**src/rtl/alu_pkg.sv**
```systemverilog
// Shared ALU opcodes, arbiter state encoding and the opcode legality check.
package alu_pkg;

  localparam logic [2:0] ALU_ADD = 3'b000;
  localparam logic [2:0] ALU_SUB = 3'b100;
  localparam logic [2:0] ALU_OR  = 3'b110;
  localparam logic [2:0] ALU_AND = 3'b111;

  typedef enum logic {
    IDLE = 1'b0,
    HOLD = 1'b1
  } state_t;

  function automatic logic op_legal(input logic [2:0] op);
    return (op == ALU_ADD) || (op == ALU_SUB) || (op == ALU_OR) || (op == ALU_AND);
  endfunction

endpackage

```
**src/rtl/alu.sv**
```systemverilog
// Combinational ALU: unsigned modulo-2^WIDTH add/sub plus bitwise or/and.
// Unknown opcodes produce zero.
module alu
  import alu_pkg::*;
#(
  parameter int WIDTH = 32
) (
  input  logic [2:0]       opcode,
  input  logic [WIDTH-1:0] left,
  input  logic [WIDTH-1:0] right,
  output logic [WIDTH-1:0] result
);

  // Opcode decode; default covers the illegal codes.
  always_comb begin
    result = '0;
    case (opcode)
      ALU_ADD: result = left + right;
      ALU_SUB: result = left - right;
      ALU_OR:  result = left | right;
      ALU_AND: result = left & right;
      default: result = '0;
    endcase
  end

endmodule

```
**src/rtl/alu_arbiter.sv**
```systemverilog
// Round-robin sharing of one ALU between the execute (port 0) and AGU (port 1)
// requesters. One operation in flight; the result is held until its owner
// consumes it, and a new op may be accepted in the same cycle as that consume.
module alu_arbiter
  import alu_pkg::*;
#(
  parameter int WIDTH = 32
) (
  input  logic             clk,
  input  logic             rst,
  input  logic             req0_valid,
  output logic             req0_ready,
  input  logic [2:0]       req0_opcode,
  input  logic [WIDTH-1:0] req0_left,
  input  logic [WIDTH-1:0] req0_right,
  input  logic             req1_valid,
  output logic             req1_ready,
  input  logic [2:0]       req1_opcode,
  input  logic [WIDTH-1:0] req1_left,
  input  logic [WIDTH-1:0] req1_right,
  output logic             resp0_valid,
  input  logic             resp0_ready,
  output logic             resp1_valid,
  input  logic             resp1_ready,
  output logic [WIDTH-1:0] resp_result,
  output logic             resp_illegal,
  output logic [15:0]      op_count
);

  state_t           state, state_nxt;
  logic             owner;
  logic             last_grant;
  logic             consume;
  logic             can_grant;
  logic             gnt0, gnt1;
  logic             accept;
  logic [2:0]       alu_op;
  logic [WIDTH-1:0] alu_l, alu_r, alu_res;

  // The owner's consume frees the slot in the same cycle, giving full throughput.
  assign consume   = (state == HOLD) && (owner ? resp1_ready : resp0_ready);
  assign can_grant = (state == IDLE) || consume;

  // On a tie, the port that did not win last time goes next.
  assign gnt0   = can_grant && req0_valid && (!req1_valid || last_grant);
  assign gnt1   = can_grant && req1_valid && (!req0_valid || !last_grant);
  assign accept = gnt0 || gnt1;

  assign req0_ready  = gnt0;
  assign req1_ready  = gnt1;
  assign resp0_valid = (state == HOLD) && !owner;
  assign resp1_valid = (state == HOLD) && owner;

  assign alu_op = gnt1 ? req1_opcode : req0_opcode;
  assign alu_l  = gnt1 ? req1_left   : req0_left;
  assign alu_r  = gnt1 ? req1_right  : req0_right;

  alu #(.WIDTH(WIDTH)) u_alu (
    .opcode (alu_op),
    .left   (alu_l),
    .right  (alu_r),
    .result (alu_res)
  );

  // State register.
  always_ff @(posedge clk or posedge rst) begin
    if (rst) state <= IDLE;
    else     state <= state_nxt;
  end

  // Next state: an accept always (re)fills the slot; a bare consume empties it.
  always_comb begin
    state_nxt = state;
    if (accept)       state_nxt = HOLD;
    else if (consume) state_nxt = IDLE;
  end

  // Capture result, legality and ownership on accept.
  always_ff @(posedge clk or posedge rst) begin
    if (rst) begin
      resp_result  <= '0;
      resp_illegal <= 1'b0;
      owner        <= 1'b0;
      last_grant   <= 1'b1;
    end else if (accept) begin
      resp_result  <= alu_res;
      resp_illegal <= !op_legal(alu_op);
      owner        <= gnt1;
      last_grant   <= gnt1;
    end
  end

  // Completed-response counter, wraps naturally at 16 bits.
  always_ff @(posedge clk or posedge rst) begin
    if (rst)          op_count <= '0;
    else if (consume) op_count <= op_count + 16'd1;
  end

endmodule

```
**config.mk**
```make
export PLATFORM = sky130hd
export DESIGN_NAME = alu_arbiter
export DESIGN_NICKNAME = d
export VERILOG_FILES = /design/src/rtl/alu_pkg.sv /design/src/rtl/alu.sv /design/src/rtl/alu_arbiter.sv
export SDC_FILE = /design/constraint.sdc
export NUM_CORES = 1
export LEC_CHECK = 0
export ABC_AREA = 1
export CAP_MARGIN = 25
export CORE_MARGIN = 2
export CORE_UTILIZATION = 30
export DETAILED_ROUTE_END_ITERATION = 10
export SYNTH_ARGS = -nofsm -noshare
export SYNTH_HDL_FRONTEND = slang
export SYNTH_SLANG_ARGS = --single-unit
```
**constraint.sdc**
```tcl
create_clock -name clk -period 3.8 [get_ports clk]
set_input_delay 1.14 -clock clk [delete_from_list [all_inputs] [get_ports clk]]
set_output_delay 1.14 -clock clk [all_outputs]
set_load 0.02 [all_outputs]
```
==> flow_summary_export.csv, run 1 <==
group,metric,value,unit
synth,ys_ff_latch,52,
final_layout,instances_no_fill,1871,
die,die_w,154,um
synth,yosysSeqAreaShare,0.193,
die,core-area,0.0220,mm^2
power,swShare,0.491,
grt,grt_pass1_vias,8643,
placed_design,dp.cells,1785,
timing,fin_ws,-583,ps
final_layout,syn2layout_area_growth,92.4,%
power,finalPower,10.3,mW
worst_setup_path,crit_top_cell,"nand3_1",
routing,drc,0,
worst_setup_path,worstRegToRegCells,30,
power,power.density,796,mW/mm^2
timing,finalMaxSlewViolations,0,
worst_setup_path,critical_path_required,3990,ps
timing,fmax,228,MHz
die,start_util,0.307,
clock_network,tritoncts,"yes",
timing,relSlewSlack,0.554,
worst_setup_path,path_depth,29,
worst_setup_path,crit_slowest_cell,"ha_1",
clock_network,cts_htree_levels,2,
worst_setup_path,timing.rr.end,"resp_result[26]",
final_layout,nets,1765,
timing,setup_viol,27,
routing,ant_nets,0,
run_status,status,"finished, violations left",
timing,tightestPinTransition,669,ps
worst_setup_path,crit_fanout,7,
grt,grt_max_degree,53,
worst_setup_path,r2r_start,"owner",
power,vdd_ir_drop_max,0.000334,V
grt,grt_pass1_wl,44700,um
die,rows,54,
placed_design,dpl.hpwl,22200,um
worst_setup_path,crit_buf_inv,7,
clock_network,clockBufferDepth,2,
power,p_leak,6.42,nW
final_layout,fin_util,0.591,
power,intPower,5.26,mW
clock_network,cts_made_buffers,5,
routing,drt_iter0_drc,506,
clock_network,insertion_delay,300,ps
timing,setup_tns,-10640,ps
synth,synthesis.nets,1306,
timing,period_minus_slack,4380,ps
worst_setup_path,arrival,4570,ps
grt,overflow,0,
worst_setup_path,cp-end-kind,"flop",
routing,viasPerCell,4.77,
clock_network,clkSinkCount,52,
worst_setup_path,crit_path_start,"req1_valid",
timing,grt_setup_unrepaired,"yes",
hold_path,min-delay-path-class,"flop to flop",
die,die_area,0.0237,mm^2
power,combPwrFrac,0.870,
final_layout,drive_gt1_frac,0.382,
timing,finalHoldViolCount,0,
worst_setup_path,cp-start-kind,"input port",
routing,wirelength,28800,um
final_layout,antenna_cells,0,
placed_design,io_buffers,192,
run_status,violations,"setup timing",
routing,vias,8929,
worst_setup_path,critPathKind,"input port to flop",
routing,wl_per_cell,15.4,um
power,p_clk_frac,0.045,
power,seq_power_share,0.084,
timing,skew,13.9,ps
worst_setup_path,reg2reg_setup_slack,-210,ps
final_layout,nFillCells,1973,
flow_run,drv_cap,0,
timing,fin_crit_sh,1.15,
die,die_y,154,um
worst_setup_path,slowest_delay,350,ps
worst_setup_path,cp_top_family,"simple AND/OR/NAND/NOR gates",
grt,grt_use_total,0.234,
clock_network,root_buffer,"clkbuf_16",
synth,ys_types,49,
clock_network,clk_pin_slew,70,ps
worst_setup_path,worstSetupEndpoint,"resp_result[26]",
synth,synthCells,1131,
power,switchingPower,5.07,mW
synth,post_synth.cell_area_avg,5.97,um^2
grt,antenna_found_initial,0,
placed_design,gp_congestion,0.954,
routing,firstDrtPassIters,5,
synth,yosysWarnings,0,
die,pin_count,193,
synth,synthesis.area,0.00675,mm^2
## cells in the final DEF (no fill, tap or decap), types with 8 or more instances in the layout
cell             instances
clkdlybuf4s50_1        187
nand2_1                338
o211ai_1                 8
nor2_1                  33
o21ai_0                 32
buf_4                  243
dfrtp_1                 51
ha_1                    12
nand3_2                 20
nand3_1                 60
buf_12                  17
o21ai_2                 23
a21oi_1                 24
a31oi_1                 12
nor2_2                  29
a21oi_4                 11
nand2_4                 20
a21o_1                  12
xor2_2                  10
a21oi_2                 18
xor2_1                  23
buf_6                   27
o21ai_1                 21
ha_4                    13
nor2_4                  17
inv_1                  118
ha_2                     9
nand3b_1                25
nand4_1                  8
inv_2                   16
nand2_2                 70
## kinds of logic after synthesis
logic type | count (synthesis) | synth area share
XOR/XNOR | 45 | 0.0584
AO/OA/AOI/OAI | 177 | 0.150
multiplexers | 1 | 0.00167
buffers and inverters | 170 | 0.105
adder cells (fa/ha/maj) | 35 | 0.0660
AND/OR/NAND/NOR | 651 | 0.426
flip-flops | 52 | 0.193
## area by class of cell
cell class	count	area, um^2	share of cell area
inverter	137	526	0.0405
timing repair buffer	481	4490	0.346
clock buffer	5	125	0.00964
sequential	52	1300	0.100
multi-input combinational	913	6160	0.474
clock inverter	3	25.0	0.00193
tap	280	350	0.0270
## how the worst min path moves through the flow
stage                     from              end  slack, ps  depth (start not counted)
2_1_floorplan       last_grant       last_grant        500                          2
3_3_place_gp   resp_result[15]  resp_result[15]        460                          1
3_5_place_dp      op_count[15]     op_count[15]        460                          1
4_1_cts           op_count[15]     op_count[15]        480                          1
5_1_grt        resp_result[10]  resp_result[10]        500                          1
6_report          op_count[15]     op_count[15]        470                          1
## worst reg2reg max path, delay by kind of cell, from the launching register on
kind | cells | cell delay [ps]
xor+xnor | 1 | 170
simple gates | 20 | 2000
flops | 1 | 440
compound gates | 1 | 90
buf+inv | 7 | 840
fa+ha+maj | 1 | 350
## timing repair
item / 4_1_cts / 5_1_grt
hold buffers: 0 / 0
resized for setup: 202 / 161
cloned: 8 / 0
pin swaps: 98 / 97
setup endpoints to repair: 32 / 29
buffers inserted: 51 / 22
## layer usage
metal	part of all wire	GRT usage	vias up	routed length, um
li1	-	-	4564	-
met5	0	0	-	0
met4	0.0096	0.0409	0	278
met3	0.059	0.0276	16	1710
met1	0.47	0.335	4076	13500
met2	0.46	0.384	273	13300
## power by group through the flow
| stage | logic, mW | registers, mW | clock network [mW] |
|---|---|---|---|
| floorplan | 3.35 | 1.06 | 0 |
| global route | 9.64 | 0.898 | 0.499 |
| global placement | 6.40 | 0.879 | 0 |
| finish | 8.99 | 0.872 | 0.470 |
| CTS | 7.69 | 0.872 | 0.481 |
| detailed placement | 6.45 | 0.880 | 0 |
## registers in the layout (all words and copies together) (netlist names)
register and cells:
owner 1, state 1, resp_illegal 1, op_count 16, resp_result 32, last_grant 1
## synthesized netlist by cell type, drive strengths merged
master / n / area, um^2
nand2: 429 / 1670
inv: 137 / 514
nand3: 84 / 438
o21ai: 83 / 453
nor2: 80 / 367
a21oi: 53 / 265
dfrtp: 51 / 1280
xor2: 35 / 307
ha: 34 / 425
buf: 25 / 163
nand3b: 25 / 188
nor3: 15 / 80.1
a21o: 12 / 90.1
a31oi: 12 / 75.1
xnor2: 10 / 87.6
clkbuf: 8 / 30.0
nand4: 8 / 50.1
o211ai: 8 / 60.1
or2: 7 / 43.8
a21boi: 3 / 26.3
nor4: 2 / 27.5
o31ai: 2 / 15.0
a211oi: 1 / 7.51
a31o: 1 / 8.76
dfstp: 1 / 26.3
fa: 1 / 20.0
mux2: 1 / 11.3
nor3b: 1 / 7.51
o21bai: 1 / 7.51
o22ai: 1 / 6.26
## stage by stage
stage,setup WS [ps],area (um^2),hold WS (ps)
2_1_floorplan,-259,6910,503
3_3_place_gp,-1410,10700,459
3_5_place_dp,-1450,10700,461
4_1_cts,-537,12100,476
5_1_grt,-728,13000,500
6_report,-583,13000,467
(Power assumes the default switching activity.)
==> run 2, diff against run 1 <==
- ABC_CLOCK_PERIOD_IN_PS: default -> 3800
- CAP_MARGIN: 25 -> default
==> results of run 2 <==
Final layout, timing and power as in run 1 (identical DEF).
